## config.mk

```make
export PLATFORM = sky130hd
export DESIGN_NAME = l4_wave_fifo
export DESIGN_NICKNAME = d
export VERILOG_FILES = /design/src/rtl/l4_wave_fifo.sv
export SDC_FILE = /design/constraint.sdc
export NUM_CORES = 1
export LEC_CHECK = 0
export ABC_AREA = 1
export ABC_CLOCK_PERIOD_IN_PS = 2200
export CORE_MARGIN = 4
export CORE_UTILIZATION = 54
export CTS_CLUSTER_DIAMETER = 40
export DETAILED_ROUTE_END_ITERATION = 16
export PLACE_DENSITY_LB_ADDON = 0.12
export SLEW_MARGIN = 20
export SYNTH_ARGS = -nofsm -noshare
export SYNTH_HDL_FRONTEND = slang
export SYNTH_SLANG_ARGS = --single-unit
```

## constraint.sdc

```tcl
create_clock -name clk -period 2.2 [get_ports clk]
set_input_delay 0.33 -clock clk [delete_from_list [all_inputs] [get_ports clk]]
set_output_delay 0.33 -clock clk [all_outputs]
set_load 0.02 [all_outputs]
```

## src/rtl/l4_wave_fifo.sv

```systemverilog
// Wavefront coordinate queue: first-word fall-through FIFO with occupancy,
// peak-occupancy tracking and sticky overflow/underflow flags.
module l4_wave_fifo #(
    parameter int NBITS = 10,
    parameter int DEPTH = 16,
    parameter int AW    = 4
) (
    input  logic             clk,
    input  logic             resetn,
    input  logic             clr,
    input  logic             push,
    input  logic [NBITS-1:0] din,
    input  logic             pop,
    output logic [NBITS-1:0] dout,
    output logic             empty,
    output logic             full,
    output logic [AW:0]      count,
    output logic [AW:0]      hiwat,
    output logic             ovf,
    output logic             udf
);

    localparam logic [AW:0] DEPTH_CNT = (AW+1)'(DEPTH);

    logic [NBITS-1:0] mem [DEPTH];
    logic [AW-1:0]    wptr;
    logic [AW-1:0]    rptr;
    logic [AW:0]      count_nxt;
    logic             push_ok;
    logic             pop_ok;
    logic             mem_we;

    assign empty = (count == '0);
    assign full  = (count == DEPTH_CNT);
    assign dout  = mem[rptr];

    // A pop frees a slot on the same edge, so push is accepted even when full.
    assign push_ok = push && (!full || pop);
    assign pop_ok  = pop && !empty;
    assign mem_we  = push_ok && !clr && resetn;

    always_comb begin
        count_nxt = count;
        if (push_ok && !pop_ok)
            count_nxt = count + 1'b1;
        else if (pop_ok && !push_ok)
            count_nxt = count - 1'b1;
    end

    always_ff @(posedge clk) begin
        if (mem_we)
            mem[wptr] <= din;
    end

    always_ff @(posedge clk or negedge resetn) begin
        if (!resetn) begin
            wptr  <= '0;
            rptr  <= '0;
            count <= '0;
            hiwat <= '0;
            ovf   <= 1'b0;
            udf   <= 1'b0;
        end else if (clr) begin
            wptr  <= '0;
            rptr  <= '0;
            count <= '0;
            hiwat <= '0;
            ovf   <= 1'b0;
            udf   <= 1'b0;
        end else begin
            if (push_ok)
                wptr <= wptr + 1'b1;
            if (pop_ok)
                rptr <= rptr + 1'b1;
            count <= count_nxt;
            if (count_nxt > hiwat)
                hiwat <= count_nxt;
            if (push && !push_ok)
                ovf <= 1'b1;
            if (pop && empty)
                udf <= 1'b1;
        end
    end

endmodule

```

After elaboration in Yosys (flattened, before gate mapping)
Memory sizes are Yosys's and may differ from the RTL's.
Index checks and enable logic that the tools add are counted.
{ "op_classes": {"addsub": 4, "mul": 0, "n_div": 0, "order_cmp": 1, "n_eq_ne": 1, "n_shift": 0, "muxes": 15, "bitwise": 0, "n_reduce_logical": 20} }
{ "op_table": {"columns": ["operator", "n"], "rows": [
  ["$mux 5", 5],
  ["$mux 4", 4],
  ["$reduce_bool 2->1", 5],
  ["$add 4x1->4 const B", 2],
  ["$logic_and 1x1->1", 8],
  ["$mux 1", 6],
  ["$add 5x1->5 const B", 1],
  ["$eq 5x5->1 const B", 1],
  ["$gt 5x5->1", 1],
  ["$logic_not 1->1", 5],
  ["$logic_not 5->1", 1],
  ["$sub 5x1->5 const B", 1],
  ["$logic_or 1x1->1", 1]
]} }
{ "totals": {"regBits": 20, "latchBits": 0, "ramBits": 160, "mem_bits_ro": 0, "inputBits": 15, "output_inout_bits": 24, "wordCells": 48, "n_memories": 1} }
{ "mem_list": {"columns": ["name", "words", "width", "read_ports", "rd_ports_with_merged_regs", "write_ports", "line", "rtl"], "rows": [
  ["mem", 16, 10, 1, 0, 1, "25", "logic [NBITS-1:0] mem [DEPTH];"]
]} }

Longest topological paths before layout
{ "depth": {"word_depth": 11, "ltp_mapped": 20} }

Least setup slack after synthesis
Ideal clock, no wire load.
{ "synth_timing": {"path_type": "flip-flop to flip-flop", "start": "register count[0]", "end": "register hiwat[0]", "arrival_ps": 2425, "setup_slack_ps": -343, "stages_incl_launch_ff": 19, "n_path_buf": 1, "path_cell_list": "dfrtp_1 inv_1 ha_1 nand3_2 nand2_2 buf_6 nand3_1 nand2_1 inv_1 ha_1 nand2_1 nor2_1 nand2_1 nand3_1 nand2_1 nand2_1 inv_1 nand2_1 nand2_1"} }
{ "synth_between": {"elab_chain_cells": 10, "word_cells_on_any_way": 19} }
{ "synth_rtl": {"columns": ["item", "line", "rtl"], "rows": [
  ["start, declared", "17", "output logic [AW:0] count,"],
  ["start signal, assigned", "75", "count <= count_nxt;"],
  ["$eq 5x5->1", "34", "assign full = (count == DEPTH_CNT);"],
  ["$logic_not 1->1", "38", "assign push_ok = push && (!full || pop);"],
  ["$logic_or 1x1->1", "38", null],
  ["$logic_and 1x1->1", "38", null],
  ["$logic_not 1->1", "46", "else if (pop_ok && !push_ok)"],
  ["$logic_and 1x1->1", "46", null],
  ["$mux 5", "46", null],
  ["$mux 5 (*)", "44", "if (push_ok && !pop_ok)"],
  ["$gt 5x5->1 or $mux 5 (tied branches)", "76", "if (count_nxt > hiwat)"],
  ["$reduce_bool 2->1 (no line) or $mux 5 (tied branches)", null, null],
  ["end signal, assigned", "77", "hiwat <= count_nxt;"],
  ["end, declared", "18", "output logic [AW:0] hiwat,"]
]} }
Mark *: on every way between the ends. The rest lies on a longest branch, timed or not. The select of a mux whose other input is x is not followed.
A chain may end at the register's enable or synchronous reset.

Final worst setup path
{ "layout_timing": {"start": "register rptr[0]", "end": "output port dout[4]"} }
{ "layout_between": {"elab_chain_cells": 1} }
{ "layout_rtl": {"columns": ["item", "line", "rtl"], "rows": [
  ["start, declared", "27", "logic [AW-1:0] rptr;"],
  ["start signal, assigned", "74", "rptr <= rptr + 1'b1;"],
  ["$mem_v2 16x10", null, null],
  ["end, declared", "14", "output logic [NBITS-1:0] dout,"]
]} }
Every way passes these cells.

==> metrics.yaml <==
synthesis:
  synth.area.top_cells: "edfxtp_1 62%, nor2_1 6.8%, dfrtp_1 6.5%"
  synthCells: 667
  synth_seq_area_share_pct: 68.55
  yosysUniqueCellTypes: 32
  yosysWarnings: 0
  syn_area_um2: 7739
  yosysTopAreaCell: "edfxtp_1"
  syn_nets: 694
  synth.ff_latch_count: 180
  syn_avg_cell_area_um2: 11.60
  synth_top_area_share_pct: 62.09
sta:
  final-hold-violation-count: 0
  rsz0062_at_grt: "yes"
  final.setup.tns_ns: -1.577
  setup_viol: 16
  fmax_mhz: 419.9
  final.period_utilization_pct: 108.2
  maxSlewViolCount: 0
  fin_crit_ns: 2.381
  fin_ws_ns: -0.1814
  max-slew-margin-rel_pct: 56.19
  worst_slew_pin_slew_ns: 0.6551
  fin_worst_skew_ns: 0.004827
routing:
  drc_errors: 0
  drtAntennaViolNets: 0
  routed_wl_um: 20260
  wl_per_cell_um: 20.22
  routed_via_density: 5.745
  firstDrtPassIters: 5
  drt_iter0_drc: 714
  vias: 5756
clock_tree:
  root_buffer: "clkbuf_16"
  clock_latency_ns: 0.43
  ctsHoldBuffers: 0
  cts_buffer_depth: 2
  cts-htree-levels: 4
  clock-sinks: 180
  path_clk_slew_ns: 0.06
  tritoncts: "yes"
  cts_buffers: 17
grt:
  grt_pass1_vias: 5726
  grt_util_met2_pct: 41.56
  grt-busiest-layer: "met2"
  overflow: 0
  use_met3_pct: 4.708
  antenna_found_initial: 0
  use_met1_pct: 34.70
  grt_pass1_wl_um: 31370
  grt_max_degree: 36
  grtUsageTotal_pct: 25.48
final_layout:
  drive_gt1_share_pct: 29.56
  fin_util_pct: 73.99
  multi_input_area_um2: 2376
  final-seq-area_um2: 5311
  design_area_um2: 10310
  antennaDiodeCount: 0
  layout_common_cells: "160 x edfxtp_1, 120 x nor2_1, 92 x buf_4"
  layout_commonest_cell: "edfxtp_1"
  syn2layout_area_growth_pct: 33.23
  nFillCells: 868
  nNetsFinal: 838
setup_path:
  arrival_ns: 2.05
  crit_start: "rptr[0]$_DFFE_PN0P_"
  r2r_start: "count[1]$_DFF_PN0_"
  crit_slowest_cell: "dfrtp_2"
  r2r_cells: 19
  crit_fanout: 8
  start_kind: "flip-flop"
  cp-end-kind: "primary output"
  worstReg2RegEnd: "hiwat[0]$_DFFE_PN0P_"
  max_stage_delay_ns: 0.48
  cp_top_family: "buffers and inverters"
  r2r_slack_ns: -0.11
  crit_buf_inv: 4
  path_class: "reg2out"
  timing.critical_path.required_ns: 1.87
  crit_chain: "inv_8 > buf_12 > buf_8 > nor2_1 > nor2_1 > o21ai_1 > o211ai_1 > o211ai_1 > nand2_1 > buf_6"
power_and_ir_drop:
  power_density_nw_per_um2: 942.0
  power.total_mw: 9.712
  ir_drop_uv: 816.1
  leakage_nw: 3.843
place:
  dp_hpwl_um: 11930
  dp_slack_ns: -0.5098
  portBuffers: 38
  place_congestion: 0.8869
  placed_cell_area_um2: 8867
flow_run:
  maxCapViolCount: 0
die:
  initial_utilization_pct: 55.54
  placementRows: 43
  die-area_um2: 16310
  die_width_um: 127.7
  die_h_um: 127.7
  coreArea_um2: 13930
  pin_count: 39
worst_hold_path:
  worstHoldPathType: "in2async"
status:
  status: "finished with violations"
  violations: "negative setup slack"
==> report_power, final <==
group / total [mW] / leakage (nW) / switching, mW / internal [mW]
clock network: 2.97 / 0.274 / 1.21 / 1.76
registers: 3.89 / 1.70 / 0.0866 / 3.81
logic: 2.85 / 1.87 / 1.50 / 1.35
total: 9.71 / 3.84 / 2.79 / 6.92
==> timing repair <==
item,CTS,global route
resized for setup,147,57
endpoints found under the hold margin,0,0
endpoints found under the setup margin,23,54
pin swaps,45,47
cloned,6,2
buffers inserted,27,12
==> flip-flops by register name, summed over array words and instances (netlist names) <==
name and flops:
count 5, rptr 4, ovf 1, udf 1, wptr 4, mem 160, hiwat 5
==> area by class of cell <==
type                       instances  share of cell area, %
multi-input combinational        415                  23.05
clock inverter                    11                  1.323
timing repair buffer             161                  16.32
clock buffer                      19                  4.199
tap                              180                  2.184
sequential                       180                  51.52
inverter                          36                  1.408
==> per-layer routing <==
layer | part of all wire [%] | vias to the layer above
met5 | 0 | -
met4 | 2.9 | 0
met3 | 7.1 | 54
met2 | 50 | 265
met1 | 40 | 2777
li1 | - | 2660
==> Yosys cell counts <==
cell type	number
edfxtp_1	160
nor2_1	141
o21ai_0	90
nand2_1	65
o211ai_1	40
inv_1	32
nand3_1	25
dfrtp_1	20
clkbuf_1	18
ha_1	12
a21oi_1	10
nand4_1	10
buf_2	8
buf_4	6
nand2_2	6
buf_6	3
clkinv_1	2
nand3_2	2
o21a_1	2
o21ai_1	2
xor2_1	2
a31oi_1	1
clkbuf_2	1
inv_2	1
inv_4	1
nand2_4	1
nand4_4	1
nor2_4	1
nor3_1	1
nor3_2	1
nor3b_4	1
xnor2_1	1
==> worst register-to-register path: stages, from the launching register on <==
cell and delay [ns]:
dfrtp_2 0.44, inv_2 0.08, ha_4 0.19, nand3_4 0.14, nand2_4 0.13, nand2_2 0.06, o21ai_2 0.05, nand2_1 0.10
nand2_2 0.09, inv_2 0.05, ha_4 0.26, nand2_2 0.04, nor2_2 0.11, nand2_1 0.07, nand3_2 0.07, nand2_2 0.06
nand2_4 0.09, inv_4 0.05, nand2_1 0.06, nand2_1 0.05
==> how the worst max path moves through the flow <==
stage	slack (ns)	end	cells past startpoint
global placement	-0.37	hiwat[4]$_DFFE_PN0P_	18
global route	-0.27	hiwat[3]$_DFFE_PN0P_	19
CTS	-0.16	dout[4]	7
floorplan	-0.05	hiwat[0]$_DFFE_PN0P_	18
detailed placement	-0.51	hiwat[0]$_DFFE_PN0P_	18
finish	-0.18	dout[4]	10
==> cell families (layout without fill, tap and decap cells) <==
kind of cell	after synthesis	count (layout)	synth area share (%)
AOI/OAI and AO/OA	145	145	10.75
DFF	180	180	68.55
xor gates and xnor gates	3	3	0.3396
and+or+nand+nor	255	255	14.16
buffers and inverters	72	227	4.252
adders and majority gates	12	12	1.940
==> through the flow <==
step	hold slack [ns]	instances
2_1_floorplan	0.03441	667
4_1_cts	0.3017	990
5_1_grt	0.3212	1002
3_3_place_gp	0.4857	927
6_report	0.2988	1002
3_5_place_dp	0.4985	927
(Power assumes the default switching activity.)
